[src/rtl/gb_alu_exq.sv]
// gb_alu_exq: execute-result stage; W-form sign extension, branch/jump resolution and a
// 2-entry skid buffer (registered o_ready). Define GB_EXQ_OVF_TRAP_EN for the overflow trap (i_trap_ovf/o_exc).
module gb_alu_exq #(
    parameter int unsigned XLEN = 64,
    parameter int unsigned RD_W = 5
) (
    input  logic            i_clk,
    input  logic            i_rst,
    input  logic            i_flush,
    input  logic            i_valid,
    output logic            o_ready,
    input  logic [XLEN-1:0] i_res,
    input  logic            i_zflag,
    input  logic            i_ltflag,
    input  logic            i_oflag,
`ifdef GB_EXQ_OVF_TRAP_EN
    input  logic            i_trap_ovf,
    output logic            o_exc,
`endif
    input  logic            i_w32,
    input  logic [2:0]      i_br_cond,
    input  logic [XLEN-1:0] i_br_target,
    input  logic [RD_W-1:0] i_rd,
    input  logic            i_rd_we,
    output logic            o_valid,
    input  logic            i_ready,
    output logic [XLEN-1:0] o_res,
    output logic [RD_W-1:0] o_rd,
    output logic            o_rd_we,
    output logic            o_redirect,
    output logic [XLEN-1:0] o_redirect_pc
);

    typedef enum logic [1:0] {
        EMPTY,
        ONE,
        TWO
    } state_t;

    typedef struct packed {
        logic [XLEN-1:0] res;
        logic [RD_W-1:0] rd;
        logic            we;
`ifdef GB_EXQ_OVF_TRAP_EN
        logic            exc;
`endif
    } entry_t;

    state_t state;
    entry_t m;
    entry_t s;
    entry_t cap;
    logic   taken;
    logic   cap_redirect;
    logic   acc;
    logic   pop;

    // Entries arriving while a redirect is being signalled are in the branch shadow and are dropped.
    assign acc = i_valid & o_ready & ~o_redirect;
    assign pop = o_valid & i_ready;

    always_comb begin
        taken = 1'b0;
        case (i_br_cond)
            3'b001:  taken = i_zflag;
            3'b010:  taken = ~i_zflag;
            3'b011:  taken = 1'b1;
            3'b100:  taken = i_ltflag;
            3'b101:  taken = ~i_ltflag;
            default: taken = 1'b0;
        endcase

        cap     = '0;
        cap.res = i_w32 ? {{(XLEN-32){i_res[31]}}, i_res[31:0]} : i_res;
        cap.rd  = i_rd;
        cap.we  = i_rd_we & (i_rd != '0);
        cap_redirect = taken;
`ifdef GB_EXQ_OVF_TRAP_EN
        cap.exc      = i_trap_ovf & i_oflag;
        cap.we       = cap.we & ~cap.exc;
        cap_redirect = taken & ~cap.exc;
`endif
    end

`ifndef GB_EXQ_OVF_TRAP_EN
    logic unused_oflag;
    assign unused_oflag = i_oflag;
`endif

    always_ff @(posedge i_clk) begin
        if (i_rst) begin
            state         <= EMPTY;
            o_valid       <= 1'b0;
            o_ready       <= 1'b1;
            o_redirect    <= 1'b0;
            o_redirect_pc <= '0;
            m             <= '0;
            s             <= '0;
        end else begin
            o_redirect <= acc & cap_redirect & ~i_flush;
            if (acc && cap_redirect && !i_flush)
                o_redirect_pc <= i_br_target;

            if (i_flush) begin
                state   <= EMPTY;
                o_valid <= 1'b0;
                o_ready <= 1'b1;
            end else begin
                case (state)
                    EMPTY: begin
                        if (acc) begin
                            m       <= cap;
                            state   <= ONE;
                            o_valid <= 1'b1;
                        end
                    end
                    ONE: begin
                        if (acc && pop) begin
                            m <= cap;
                        end else if (acc) begin
                            s       <= cap;
                            state   <= TWO;
                            o_ready <= 1'b0;
                        end else if (pop) begin
                            state   <= EMPTY;
                            o_valid <= 1'b0;
                        end
                    end
                    TWO: begin
                        if (pop) begin
                            m       <= s;
                            state   <= ONE;
                            o_ready <= 1'b1;
                        end
                    end
                    default: begin
                        state   <= EMPTY;
                        o_valid <= 1'b0;
                        o_ready <= 1'b1;
                    end
                endcase
            end
        end
    end

    assign o_res   = m.res;
    assign o_rd    = m.rd;
    assign o_rd_we = m.we;
`ifdef GB_EXQ_OVF_TRAP_EN
    assign o_exc   = m.exc;
`endif

endmodule

[config.mk]
export PLATFORM = sky130hd
export DESIGN_NAME = gb_alu_exq
export DESIGN_NICKNAME = d
export VERILOG_FILES = /design/src/rtl/gb_alu_exq.sv
export SDC_FILE = /design/constraint.sdc
export NUM_CORES = 1
export LEC_CHECK = 0
export CAP_MARGIN = 25
export CELL_PAD_IN_SITES_DETAIL_PLACEMENT = 1
export CELL_PAD_IN_SITES_GLOBAL_PLACEMENT = 2
export CORE_MARGIN = 2
export CORE_UTILIZATION = 30
export CTS_CLUSTER_SIZE = 40
export DETAILED_ROUTE_END_ITERATION = 12
export GPL_TIMING_DRIVEN = 0
export PLACE_DENSITY = 0.93
export SLEW_MARGIN = 20
export SYNTH_ARGS = -nofsm -noshare
export SYNTH_HDL_FRONTEND = slang
export SYNTH_SLANG_ARGS = --single-unit
export TNS_END_PERCENT = 1
[constraint.sdc]
create_clock -name i_clk -period 4.7 [get_ports i_clk]
set_input_delay 0.47 -clock i_clk [delete_from_list [all_inputs] [get_ports i_clk]]
set_output_delay 0.47 -clock i_clk [all_outputs]
set_load 0.02 [all_outputs]
# Word level (Yosys, flattened, before mapping)
# Cells that the tools add are included.
[totals] register_bits=209 in_bits=146 output_inout_bits=137 elab_cells=73
[classes] reduce_logical=13 eq_ne=15 n_bitwise=13 mux=21
[ops] operator="$mux 70" count=3
[ops] operator="$pmux 70 s3" count=1
[ops] operator="$mux 64" count=1
[ops] operator="$ne 2x2->1 const B" count=7
[ops] operator="$reduce_and 4->1" count=3
[ops] operator="$mux 2" count=5
[ops] operator="$reduce_and 5->1" count=2
[ops] operator="$mux 1" count=7
[ops] operator="$not 1->1" count=7
[ops] operator="$and 1x1->1" count=6
[ops] operator="$eq 3x2->1 const B" count=2
[ops] operator="$eq 3x3->1 const B" count=2
[ops] operator="$pmux 1 s3" count=2
[ops] operator="$pmux 2 s3" count=1
[ops] operator="$pmux 1 s5" count=1
[ops] operator="$reduce_bool 5->1" count=1
[ops] operator="$eq 3x1->1 const B" count=1
[ops] operator="$logic_and 1x1->1" count=3
[ops] operator="$ne 3x3->1 const B" count=1
[ops] operator="$reduce_bool 3->1" count=1
[ops] operator="$eq 2x1->1 const B" count=1
[ops] operator="$eq 2x2->1 const B" count=1
[ops] operator="$logic_not 2->1" count=1
[ops] operator="$reduce_or 2->1" count=1
[ops] operator="$logic_not 1->1" count=1

# Logic depth before layout (Yosys ltp)
[logic_depth] ltp_word=5 ltp_mapped=7 ltp_nobuf=4

# Worst setup path after synthesis
# Ideal clock, no wire load.
[synth_timing] kind="flip-flop to flip-flop" from="register o_ready" to="register m, in the netlist o_res[34]" setup_time_ns=0.143 period_less_slack_ns=1.807 required_time_ns=4.557 path_buffers=3 setup_slack_ns=2.893 arrival_time_ns=1.664 stages_incl_launch_ff=8 path_cell_list="dfxtp_1 > nand4bb_4 > or3_1 > clkbuf_1 > buf_4 > clkbuf_1 > nand3_1 > a21oi_2"
[synth_between] elab_chain_cells=5 word_cells_on_any_way=6 cone_classes="eq/ne: 2; bitwise: 2; reduce/logical: 2"
[synth_lines] item="start, declared" line_no="11" text="output logic o_ready,"
[synth_lines] item="start signal, assigned" line_no="94" text="o_ready <= 1'b1;"
[synth_lines] item="start signal, assigned" line_no="107" text="o_ready <= 1'b1;"
[synth_lines] item="start signal, assigned" line_no="123" text="o_ready <= 1'b0;"
[synth_lines] item="$and 1x1->1 (*) (2 in series)" line_no="59" text="assign acc = i_valid & o_ready & ~o_redirect;"
[synth_lines] item="$logic_and 1x1->1" line_no="118" text="if (acc && pop) begin"
[synth_lines] item="$ne 2x2->1 (no source line)"
[synth_lines] item="$reduce_and 5->1 (no source line) (*)"
[synth_lines] item="end signal, assigned" line_no="112" text="m <= cap;"
[synth_lines] item="end signal, assigned" line_no="119" text="m <= cap;"
[synth_lines] item="end signal, assigned" line_no="131" text="m <= s;"
[synth_lines] item="end, declared" line_no="50" text="entry_t m;"
# Mark *: on every way between the ends. The rest lies on a longest branch, timed or not.
# A chain may end at the register's enable or synchronous reset.

# Worst setup path after layout
[layout_timing] from="register state[1]" to="register s[54] (netlist bit)"
[layout_between] elab_chain_cells=2
[layout_lines] item="start, declared" line_no="49" text="state_t state;"
[layout_lines] item="start signal, assigned" line_no="92" text="state <= EMPTY;"
[layout_lines] item="start signal, assigned" line_no="105" text="state <= EMPTY;"
[layout_lines] item="start signal, assigned" line_no="113" text="state <= ONE;"
[layout_lines] item="$eq 2x1->1" line_no="109" text="case (state)"
[layout_lines] item="$reduce_and 4->1 (no source line)"
[layout_lines] item="end signal, assigned" line_no="121" text="s <= cap;"
[layout_lines] item="end, declared" line_no="51" text="entry_t s;"
# Every way passes these cells.

==> flow_summary.json <==
{
  "crit_top_cell": "buf_2",
  "cts_buffers": 26,
  "path_class": "reg -> reg",
  "rr_endpoint": "s[54]",
  "crit_cells": 6,
  "grt_pass1_vias": 9446,
  "grt_max_degree": 13,
  "crit_required_ps": 5120,
  "cp_top_family": "simple AND/OR/NAND/NOR gates",
  "port_buffers": 278,
  "synthArstFlopShare_pct": 0,
  "whs_ps": 455.8,
  "syn_area_um2": 9652,
  "min_path_type": "reg -> reg",
  "cts.htree.levels": 1,
  "route.detailed.drc": 0,
  "first_iter_violations": 256,
  "routedWlPerCell_um": 17.94,
  "final_common_cell": "clkdlybuf4s50_1",
  "hold_viol": 0,
  "arrival_ps": 3070,
  "cts_buffer_depth": 3,
  "post-cts-setup-buffers": 0,
  "synth_nets": 1247,
  "setup-violations-final": 0,
  "min_period_ps": 2656,
  "io_pins": 283,
  "route.vias.total": 8777,
  "placed_area_um2": 12940,
  "detail_route.first_pass.iterations": 6,
  "core_area_um2": 31640,
  "max_freq_mhz": 376.5,
  "place_ws_ps": 1550,
  "status": "completed",
  "yosysWarnings": 0,
  "final_cell_count_no_fill": 1826,
  "vias_per_cell": 4.807,
  "areaGrowthSynthToFinish_pct": 42.29,
  "crit_chain": "nand4bb_4 -> nor4_1 -> buf_2 -> buf_2 -> nor2_1 -> a211oi_1",
  "power_density_nw_per_um2": 325.0,
  "drive_gt1_share_pct": 9.142,
  "die_h_um": 183.4,
  "critPathCaptureType": "flip-flop",
  "cts-hold-fix-buffers": 0,
  "tightest_slew_ps": 978.9,
  "rows": 65,
  "ys_seq_area_share_pct": 43.35,
  "synth.distinct_cells": 38,
  "die_w_um": 183.4,
  "cpPeakStageDelay_ps": 830,
  "max_slew_margin_pct": 34.14,
  "crit_fanout": 10,
  "clock_latency_ps": 530,
  "regToRegSetupSlack_ps": 2040,
  "synth_edf_count": 0,
  "synthCells": 1101,
  "cts_tree": "yes",
  "layout_common_cells": "clkdlybuf4s50_1 (278), dfxtp_1 (209), nand2_1 (154), nand2b_1 (130), mux2i_1 (96)",
  "postRouteAntennaNets": 0,
  "start_kind": "flip-flop",
  "finalCritPeriodShare_pct": 56.52,
  "hpwl_um": 24500,
  "cp_slowest_cell": "nor4_1",
  "routed_wirelength_um": 32750,
  "grt.overflow.total": 0,
  "grt_pass1_wl_um": 51550,
  "fin_tns_setup_ps": 0,
  "ys.flop_type": "dfxtp_1",
  "grt_antenna_before_repair": 1,
  "grtUsageTotal_pct": 19.19,
  "place_inst": 1781,
  "max-cap-violations": 0,
  "ir_drop_mv": 0.2387,
  "crit_path_start": "state[1]",
  "initial_utilization_pct": 30.51,
  "crit_end": "s[54]",
  "cts_root_buf": "clkbuf_16",
  "fp.dieArea_um2": 33620,
  "clk_transition_reported_paths_ps": 60,
  "slew_viol_final": 0,
  "cp_num_buf_inv": 2,
  "p_leak_nw": 4.789,
  "fin_ws_ps": 2044,
  "reg2reg_depth": 6,
  "skew_ps": 12.59,
  "clock-sinks": 209,
  "syn_area_per_cell_um2": 8.766,
  "nets": 1553,
  "rr_startpoint": "state[1]",
  "ys_seq_elements": 209,
  "place_congestion": 0.7735,
  "rsz0062_at_grt": "no",
  "design_area_um2": 13730,
  "ctsResizeCount": 0
}
[logic make-up after synthesis]
| logic type | after synthesis | share of synthesized area (%) |
|---|---|---|
| and+or+nand+nor | 402 | 20.57 |
| AOI/OAI and AO/OA | 222 | 16.09 |
| DFF | 209 | 43.35 |
| buffers and inverters | 139 | 6.210 |
| muxes | 128 | 13.69 |
| xor gates and xnor gates | 1 | 0.09076 |
[tightest hold or removal path, delay by kind of cell, from the launching register on]
| kind | cells | cell delay [ps] |
|---|---|---|
| flip-flops | 1 | 310 |
| AO/OA/AOI/OAI | 1 | 50 |
| AND/OR/NAND/NOR | 1 | 50 |
[sequential cells by signal (all words and copies together), names as in the netlist]
name / cells
s: 70
o_redirect_pc: 64
o_res: 64
o_rd: 5
state: 2
o_rd_we: 1
o_ready: 1
o_redirect: 1
o_valid: 1
[where the power goes]
part | internal (mW) | leakage [nW] | switching [mW]
Sequential | 1.84 | 1.70 | 0.0400
Clock | 1.13 | 0.388 | 0.778
Combinational | 0.343 | 2.70 | 0.331
[how the worst min path moves through the flow]
| stage | from | end | slack [ps] | depth (start not counted) |
|---|---|---|---|---|
| after detailed placement | s[36] | s[36] | 450 | 2 |
| after CTS | s[36] | s[36] | 460 | 2 |
| after floorplan | s[0] | s[0] | 440 | 2 |
| final | s[11] | s[11] | 460 | 2 |
| after global placement | s[13] | s[13] | 440 | 2 |
| after global routing | s[28] | s[28] | 470 | 2 |
[metrics by stage]
stage | util, % | power, mW
floorplan | - | 2.259
global placement | 40.89 | 2.587
detailed placement | 40.89 | 2.599
CTS | 43.39 | 4.532
global route | 43.40 | 4.649
finish | 43.41 | 4.464
[metal layers]
layer	GRT usage [%]	vias up	share of wire [%]
met5	0	-	0
met4	4.320	0	1.6
met3	7.307	35	9.1
met2	32.76	245	47
met1	22.86	4156	42
li1	-	4341	-
[synth_stat cells (3+ instances only)]
master	count	share of area, %
nand2_1	154	6.0
buf_6	3	0.35
clkbuf_1	63	2.5
nand3_1	71	3.7
nor2b_1	3	0.19
mux2_2	32	3.7
nand2b_1	130	8.4
a22o_1	37	3.4
nor2_1	33	1.3
buf_1	8	0.31
a21o_1	32	2.5
a21oi_2	30	2.7
a21oi_1	80	4.1
buf_4	7	0.54
dfxtp_1	209	43
a211oi_1	33	2.6
buf_2	23	1.2
inv_1	35	1.4
mux2i_1	96	10
[area by class of cell]
| class | instances | area (µm²) |
|---|---|---|
| clock inverter | 5 | 53.80 |
| multi-input combinational | 753 | 4868 |
| tap | 402 | 503.0 |
| sequential | 209 | 4184 |
| antenna | 2 | 5.005 |
| buffer | 104 | 467.9 |
| fill | 3667 | 17900 |
| inverter | 35 | 131.4 |
| timing repair buffer | 278 | 2783 |
| clock buffer | 38 | 737.0 |
No activity file was read; power rests on OpenSTA's default activity.
